--- src/rtl/lut_or_stream_i8.sv ---
// Streaming 8-bit OR responder: operand pairs in, a|b out through a small result FIFO.
// Optional completed-result counter enabled by defining LUT_OR_STATS_EN.
module lut_or_stream_i8 #(
   parameter int WIDTH = 8,
   parameter int DEPTH = 2
) (
   input  logic             clock,
   input  logic             reset,
   input  logic             in_valid,
   output logic             in_ready,
   input  logic [WIDTH-1:0] a,
   input  logic [WIDTH-1:0] b,
   output logic             out_valid,
   input  logic             out_ready,
   output logic [WIDTH-1:0] y,
   output logic [15:0]      count
);

   localparam int PW = (DEPTH > 1) ? $clog2(DEPTH) : 1;
   localparam int OW = $clog2(DEPTH + 1);
   localparam logic [OW-1:0] OCC_FULL = OW'(DEPTH);

   logic [WIDTH-1:0] mem_q [DEPTH];
   logic [WIDTH-1:0] mem_d [DEPTH];
   logic [PW-1:0]    wr_ptr_q, wr_ptr_d;
   logic [PW-1:0]    rd_ptr_q, rd_ptr_d;
   logic [OW-1:0]    occ_q, occ_d;
   logic             in_ready_q, in_ready_d;
   logic             out_valid_q, out_valid_d;
   logic [WIDTH-1:0] y_q, y_d;
   logic             push_s;
   logic             pop_s;

   assign push_s = in_valid & in_ready_q;
   assign pop_s  = out_valid_q & out_ready;

   // Next FIFO state; y and the handshake flags are decoded from it so they can be registered.
   always_comb begin
      mem_d    = mem_q;
      wr_ptr_d = wr_ptr_q;
      rd_ptr_d = rd_ptr_q;
      occ_d    = occ_q;
      if (push_s) begin
         mem_d[wr_ptr_q] = a | b;
         wr_ptr_d        = wr_ptr_q + PW'(1);
      end else begin
         wr_ptr_d = wr_ptr_q;
      end
      if (pop_s) begin
         rd_ptr_d = rd_ptr_q + PW'(1);
      end else begin
         rd_ptr_d = rd_ptr_q;
      end
      case ({push_s, pop_s})
         2'b10:   occ_d = occ_q + OW'(1);
         2'b01:   occ_d = occ_q - OW'(1);
         default: occ_d = occ_q;
      endcase
      if (occ_d != OW'(0)) begin
         y_d = mem_d[rd_ptr_d];
      end else begin
         y_d = y_q;
      end
      in_ready_d  = (occ_d != OCC_FULL);
      out_valid_d = (occ_d != OW'(0));
   end

   // FIFO storage, pointers and registered outputs.
   always_ff @(posedge clock) begin
      if (!reset) begin
         for (int i = 0; i < DEPTH; i++) begin
            mem_q[i] <= '0;
         end
         wr_ptr_q    <= '0;
         rd_ptr_q    <= '0;
         occ_q       <= '0;
         in_ready_q  <= 1'b1;
         out_valid_q <= 1'b0;
         y_q         <= '0;
      end else begin
         mem_q       <= mem_d;
         wr_ptr_q    <= wr_ptr_d;
         rd_ptr_q    <= rd_ptr_d;
         occ_q       <= occ_d;
         in_ready_q  <= in_ready_d;
         out_valid_q <= out_valid_d;
         y_q         <= y_d;
      end
   end

   assign in_ready  = in_ready_q;
   assign out_valid = out_valid_q;
   assign y         = y_q;

`ifdef LUT_OR_STATS_EN
   logic [15:0] count_q, count_d;

   // Saturating count of delivered results.
   always_comb begin
      if (pop_s && (count_q != 16'hFFFF)) begin
         count_d = count_q + 16'd1;
      end else begin
         count_d = count_q;
      end
   end

   // Counter register, cleared only by reset.
   always_ff @(posedge clock) begin
      if (!reset) begin
         count_q <= 16'h0000;
      end else begin
         count_q <= count_d;
      end
   end

   assign count = count_q;
`else
   assign count = 16'h0000;
`endif

endmodule

--- config.mk ---
export PLATFORM = sky130hd
export DESIGN_NAME = lut_or_stream_i8
export DESIGN_NICKNAME = d
export VERILOG_FILES = /design/src/rtl/lut_or_stream_i8.sv
export SDC_FILE = /design/constraint.sdc
export NUM_CORES = 1
export LEC_CHECK = 0
export BUFFER_PORTS_ARGS = -buffer_cell sky130_fd_sc_hd__buf_2
export CAP_MARGIN = 40
export CORE_MARGIN = 5
export CORE_UTILIZATION = 50
export DETAILED_ROUTE_END_ITERATION = 12
export GPL_TIMING_DRIVEN = 0
export PLACE_DENSITY = 0.79
export SYNTH_ARGS = -nofsm -noshare
export SYNTH_HDL_FRONTEND = slang
export SYNTH_SLANG_ARGS = --single-unit
--- constraint.sdc ---
create_clock -name clock -period 2 [get_ports clock]
set_clock_uncertainty 0.05 [all_clocks]
set_input_delay 0.4 -clock clock [delete_from_list [all_inputs] [get_ports clock]]
set_output_delay 0.4 -clock clock [all_outputs]
set_load 0.01 [all_outputs]
==> run metrics, run 1 <==
run status complete, no violations; Period minus WS final 1.880 ns; worst endpoint required time between 2 and 2.5 ns; ant diodes 0; number of standard-cell rows in the floorplan 19; netlist area before placement 0.001433 mm2; drt first pass iters 4; setup slack on the worst flop-to-flop path 0.12 ns; post-route cell area 0.001749 mm2; Post-Place Worst Slack -0.2507 ns; Nets 229; maximum achievable frequency 531.9 MHz; fraction of synthesis flops using an asynchronous set or reset pin 0; setup repair after global routing missed its margin no; Vias per Instance 4.892; classification of the worst setup path reg -> reg; Worst Slack Setup Final 0.1200 ns; Chip Width 63.53 um; final RePlAce weighted congestion 0.7951; post-synthesis sequential area ratio 0.4192; number of buffers between clock root and the deepest sink 2; ratio of total power to cell area 1225 mW/mm2; Unique masters post-synth 28; post-route DRC violation count 0; area of the core 0.002758 mm2; Crit path arrival time 2.10 ns; uppermost signal routing layer after detailed routing met4; most used flip-flop cell after synthesis sky130_fd_sc_hd__dfxtp_1; Inserted Clock Buffers 5; Hold Vio Cnt, Final 0; floorplan die area 0.004036 mm2; leading cell types in the layout, fill and taps excluded 30 x sky130_fd_sc_hd__buf_2, 30 x sky130_fd_sc_hd__dfxtp_1, 19 x sky130_fd_sc_hd__buf_4, 18 x sky130_fd_sc_hd__and2_1; Die Span Y 63.53 um; Placed Area 0.001673 mm2; count of nets left with antenna violations after detail routing 0; number of antenna violations at the first check in global routing 0; Worst Setup Start Kind flop; first-pass GRT wire length 5050 um; Placed Cells around 230; final worst-path cycle share 0.9400; largest net degree at the start of global routing 11; number of cells produced by synthesis 156; cell types occupying the most area after synthesis sky130_fd_sc_hd__dfxtp_1 42%, sky130_fd_sc_hd__mux2i_1 11%, sky130_fd_sc_hd__buf_4 8.9%; count of flip-flops with a built-in enable after synthesis 0; number of warnings printed during yosys synthesis 0; cell with the largest stage delay on the worst path sky130_fd_sc_hd__ha_1; number of pins with negative max-slew slack in the final report 0; via count of the first global-routing pass around 1,200; maximum vdd ir drop about 940 uV; number of vias after detailed routing 1,174; 1st-iter DRT viols 29; Post-Syn Area per Cell 9.183 um2; number of port buffers 29; WL met2 1518 um; cell-by-cell trace of the critical path clkbuf_4, nand2_1, ha_1, nor3b_1, a31oi_2, buf_4, o21ai_0, a21oi_1; reported leakage power 0.8894 nW; Final Setup Violations 0; Hold WC Path Type in -> reg; final global-route overflow total 0; TritonCTS clock tree yes; WL/cell 12.82 um; Synth top area share 0.4192; Post-Layout Cell Count 240; largest stage delay on the critical path about 0.36 ns; root buffer selected by CTS sky130_fd_sc_hd__clkbuf_4; Yosys top cell by area sky130_fd_sc_hd__dfxtp_1; total global routing track utilization 0.1570; maximum fanout encountered on the critical timing path 10; Clk Latency, worst-skew pair approximately 0.33 ns; kind of end point of the critical path flop; layout overhead on the synthesized area 22.10%; number of H-tree branching levels 2; layout cells sized above 1 0.2967; Initial Util 0.5195; number of maximum-capacitance constraint violations 0; Routed met3 length approximately 250 um; post-DP HPWL 2341 um; number of synthesized register bits 30; Sinks on Clock Net 30; M1 wire length 1239 um; final routed wirelength across all metal layers 3077 um; Ports 46; clock transition at the registers of the reported paths 0.10 ns
cell type report:
class	instances	area (um2)
tap	31	38.79
fill	237	1008
sequential	30	600.6
timing repair buffer	30	152.6
inverter	9	33.78
multi-input combinational	108	689.4
clock buffer	6	51.30
buffer	24	170.2
clock inverter	2	12.51
synthesized netlist by cell type, drive strengths merged, types with 2 or more instances:
library cell,count
a31oi,9
inv,9
dfxtp,30
clkbuf,3
a21oi,16
nor2,8
and2,18
xnor2,3
buf,21
a21boi,2
o21ai,9
mux2i,16
nand2,2
where the power goes:
part	switching [W]	total (W)	internal, W
registers	0.0000908	0.000857	0.000766
logic	0.000482	0.000900	0.000418
clock network	0.000218	0.000387	0.000169
cells by family after synthesis:
kind of cell | Yosys count | share of synthesized area
other cells | 1 | 0.002618
simple gates | 35 | 0.1371
mux | 16 | 0.1118
fa+ha+maj | 1 | 0.008732
compound gates | 36 | 0.1441
flops | 30 | 0.4192
xor+xnor | 4 | 0.03756
buf+inv | 33 | 0.1389
per-stage QoR:
| stage | power (W) | hold slack, ns | setup TNS [ns] | util |
|---|---|---|---|---|
| 2_1_floorplan | 0.001475 | 0.4669 | 0 | - |
| 3_3_place_gp | 0.001677 | 0.4715 | -0.7082 | 0.6066 |
| 3_5_place_dp | 0.001732 | 0.4902 | -1.263 | 0.6066 |
| 4_1_cts | 0.002149 | 0.3231 | 0 | 0.6334 |
| 5_1_grt | 0.002296 | 0.3244 | 0 | 0.6343 |
| 6_report | 0.002144 | 0.3364 | 0 | 0.6343 |
flip-flops by register name, summed over array words and instances, names as in the netlist:
name and cells:
occ_q 2, y 8, wr_ptr_q 1, in_ready 1
rd_ptr_q 1, mem_q 16, out_valid 1
layer usage:
layer | GRT usage | vias to the layer above
met5 | 0 | -
li1 | - | 602
met1 | 0.1732 | 526
met4 | 0.08571 | 0
met3 | 0.07105 | 8
met2 | 0.2487 | 38
final timing paths:
| path | from | endpoint | cells after the start |
|---|---|---|---|
| worst min-delay path | reset | y[1] | 3 |
| worst max-delay path | in_ready | y[6] | 8 |
| worst min register to register | y[5] | y[5] | 2 |
| worst max register to register | in_ready | y[6] | 8 |
worst max-delay path, delay by kind of cell, from the launching register on:
family | cells | cell delay (ns)
compound gates | 3 | 0.41
fa+ha+maj | 1 | 0.36
buf+inv | 2 | 0.39
flops | 1 | 0.35
simple gates | 2 | 0.26
repair_timing:
| item | in CTS | in global routing |
|---|---|---|
| hold buffers | 0 | 0 |
| setup buffers | 1 | 0 |
| gates resized for setup | 1 | 2 |
| cloned | 0 | 0 |
| endpoints found under the setup margin | 3 | 3 |
No activity file was read; power rests on OpenSTA's default activity.
==> run 2: changes to the inputs <==
--- a/config.mk
+++ b/config.mk
@@ -5,13 +5,14 @@
 export SDC_FILE = /design/constraint.sdc
 export NUM_CORES = 1
 export LEC_CHECK = 0
+export ABC_AREA = 1
 export BUFFER_PORTS_ARGS = -buffer_cell sky130_fd_sc_hd__buf_2
 export CAP_MARGIN = 40
 export CORE_MARGIN = 5
-export CORE_UTILIZATION = 50
+export CORE_UTILIZATION = 51
 export DETAILED_ROUTE_END_ITERATION = 12
 export GPL_TIMING_DRIVEN = 0
-export PLACE_DENSITY = 0.79
+export PLACE_DENSITY = 0.88
 export SYNTH_ARGS = -nofsm -noshare
 export SYNTH_HDL_FRONTEND = slang
 export SYNTH_SLANG_ARGS = --single-unit
==> run metrics, run 2 <==
setup slack on the worst flop-to-flop path 0.21 ns (+0.09 ns); final worst-path cycle share 0.8935 (-0.04653); top register by number of flip-flops mem_q; ant diodes 0 (unchanged); ratio of total power to cell area 1258 mW/mm2 (+2.6%); count of nets left with antenna violations after detail routing 0 (unchanged); layout cells sized above 1 0.2337 (-0.06297); Die Span Y 65.42 um (+3.0%); Final Setup Violations 0 (unchanged); netlist area before placement 0.001567 mm2 (+9.3%); 1st-iter DRT viols 68 (+130%); setup repair after global routing missed its margin no; number of warnings printed during yosys synthesis 0 (unchanged); number of vias after detailed routing 1,524 (+30%); maximum achievable frequency 559.6 MHz (+5.2%); post-route DRC violation count 0 (unchanged); number of filler cells placed in the layout 282 (+19%); maximum fanout encountered on the critical timing path 10 (unchanged); Nets 311 (+36%); Synth top area share 0.3834 (-0.03583); Worst Setup Start Kind flop; final routed wirelength across all metal layers 3242 um (+5.4%); Hold Path End y[3]; Buffers & Inverters on Critical Path 1 (-1); Initial Util 0.5217 (+0.002157); cell types occupying the most area after synthesis sky130_fd_sc_hd__dfxtp_1 38%, sky130_fd_sc_hd__nand2_1 17%, sky130_fd_sc_hd__nor2_1 10%; fraction of synthesis flops using an asynchronous set or reset pin 0 (unchanged); root buffer selected by CTS sky130_fd_sc_hd__clkbuf_4; r2r endpoint y[2]; cell with the largest stage delay on the worst path sky130_fd_sc_hd__dfxtp_2; number of standard-cell rows in the floorplan 20 (+1); most frequent cell after synthesis sky130_fd_sc_hd__nand2_1; Vias per Instance 4.704 (-3.8%); largest net degree at the start of global routing 11 (unchanged); r2r startpoint in_ready; number of flip-flops in the largest register 16 (unchanged); most common cell after layout, fill and taps aside sky130_fd_sc_hd__nand2_1; number of synthesized register bits 30 (unchanged); final global-route overflow total 0 (unchanged); post-DP HPWL 2423 um (+3.5%); floorplan die area 0.004280 mm2 (+6.0%); kind of end point of the critical path flop; number of maximum-capacitance constraint violations 0 (unchanged); largest stage delay on the critical path 0.37 ns (about the same); family with the most delay on the worst path simple AND/OR/NAND/NOR gates; run status complete, no violations; reported leakage power 1.054 nW (+19%); cells on worst reg2reg path 9 (+1); clock transition at the registers of the reported paths 0.09 ns (about the same); number of cells produced by synthesis 239 (+53%); WL/cell 10.01 um (-22%); TritonCTS clock tree yes; met2 Track Usage GR 0.2705 (+0.02181); leading cell types in the layout, fill and taps excluded 73 x sky130_fd_sc_hd__nand2_1, 43 x sky130_fd_sc_hd__nor2_1, 31 x sky130_fd_sc_hd__inv_1, 29 x sky130_fd_sc_hd__buf_2, 29 x sky130_fd_sc_hd__dfxtp_1; number of H-tree branching levels 2 (unchanged); Post-Syn Area per Cell 6.554 um2 (-29%); global-route track usage on met1 0.1892 (+0.01600); Period minus WS final 1.787 ns (-0.09306 ns); layout overhead on the synthesized area 21.73%; Hold Worst Slack 0.3130 ns (-0.02344 ns); Ports 46 (unchanged); Final Util 0.6350 (+0.0006990); number of buffers between clock root and the deepest sink 2 (unchanged); count of flip-flops with a built-in enable after synthesis 0 (unchanged); Chip Width 65.42 um (+3.0%); Yosys top cell by area sky130_fd_sc_hd__dfxtp_1; number of hold buffers added after CTS 0 (unchanged); area of the core 0.003003 mm2 (+8.9%); total global routing track utilization 0.1607 (+0.003693); Hold WC Path Type in -> reg; number of antenna violations at the first check in global routing 0 (unchanged); cell-by-cell trace of the critical path nand2_1, ha_1, inv_1, nand3_2, nand2_4, nand2_4, nor2_2, nor2_1, nor2_1; worst endpoint required time 2.22 ns (about the same); global-route layer with the greatest usage met2; Total Power Consumption 0.002398 W (+12%); final RePlAce weighted congestion 0.7772 (-2.3%); Hold Path Stages 3 (unchanged); classification of the worst setup path reg -> reg; Crit path arrival time 2.01 ns (-0.09 ns); number of port buffers 28 (-3.4%); Sinks on Clock Net 30 (unchanged); number of pins with negative max-slew slack in the final report 0 (unchanged); post-synthesis sequential area ratio 0.3834 (-0.03583); Inserted Clock Buffers 5 (unchanged); sum of negative setup slack 0 ns (unchanged); first-pass GRT wire length 5375 um (+6.4%); Hold Vio Cnt, Final 0 (unchanged); maximum vdd ir drop 743.8 uV (-21%); Unique masters post-synth 20 (-29%); most used standard cells in the synthesized netlist 73 x sky130_fd_sc_hd__nand2_1, 43 x sky130_fd_sc_hd__nor2_1, 31 x sky130_fd_sc_hd__inv_1; launch instance of the worst min-delay path reset; met3 layer usage reported by global route 0.04957 (-0.02148); via count of the first global-routing pass 1,311 (+13%); drt first pass iters 4 (unchanged); Clk Latency, worst-skew pair 0.33 ns (about the same); most used flip-flop cell after synthesis sky130_fd_sc_hd__dfxtp_1
==> run 2: how the worst max path moves through the flow <==
stage,start,endpoint,slack (ns),cells past startpoint
floorplan,in_ready,y[0],0.27,8
global placement,in_valid,y[1],0.03,9
detailed placement,in_valid,y[1],0.003,9
CTS,in_ready,y[1],0.1,8
global route,in_ready,y[2],0.04,9
finish,in_ready,y[2],0.21,9
==> run 2: cell families after synthesis <==
| group | Yosys count | share of synthesized area |
|---|---|---|
| simple gates | 151 | 0.4273 |
| buf+inv | 53 | 0.1669 |
| flops | 30 | 0.3834 |
| compound gates | 2 | 0.006390 |
| xor+xnor | 1 | 0.005592 |
| fa+ha+maj | 1 | 0.007986 |
| other cells | 1 | 0.002394 |
==> run 2: routing by layer <==
layer,routed length (um),up-vias
met5,0,-
met4,73,0
met3,230,9
met2,1584,44
met1,1354,674
li1,-,797
==> run 2: area by class of cell <==
type / count / area (um2) / area share
timing repair buffer: 28 / 140.1 / 0.07349
tap: 33 / 41.29 / 0.02165
sequential: 30 / 601.8 / 0.3156
buffer: 19 / 132.6 / 0.06955
multi-input combinational: 172 / 783.3 / 0.4108
clock buffer: 8 / 78.83 / 0.04134
inverter: 34 / 128.9 / 0.06759
==> run 2: through the flow <==
step / cells / setup WS (ns) / instance area [um2]
finish: 324 / 0.2131 / 1907
global route: 324 / 0.03774 / 1907
CTS: 323 / 0.09670 / 1883
detailed placement: 315 / 0.002948 / 1804
global placement: 315 / 0.02857 / 1804
floorplan: 254 / 0.2676 / 1623
==> run 2: what timing repair did <==
| action | 4_1_cts | 5_1_grt |
|---|---|---|
| gates resized for setup | 0 | 3 |
| buffers inserted | 0 | 0 |
| endpoints found under the setup margin | 0 | 8 |
==> run 2: worst reg2reg max path, delay by kind of cell (launching register included) <==
kind	cells	cell delay (ns)
adder cells (fa/ha/maj)	1	0.37
buffers and inverters	1	0.14
flip-flops	1	0.37
AND/OR/NAND/NOR	7	0.81
==> run 2: report_power, final <==
part / leakage (nW) / internal, W / switching, W
sequential: 0.248 / 0.000746 / 0.0000802
clock: 0.0446 / 0.000240 / 0.000209
combinational: 0.762 / 0.000415 / 0.000708
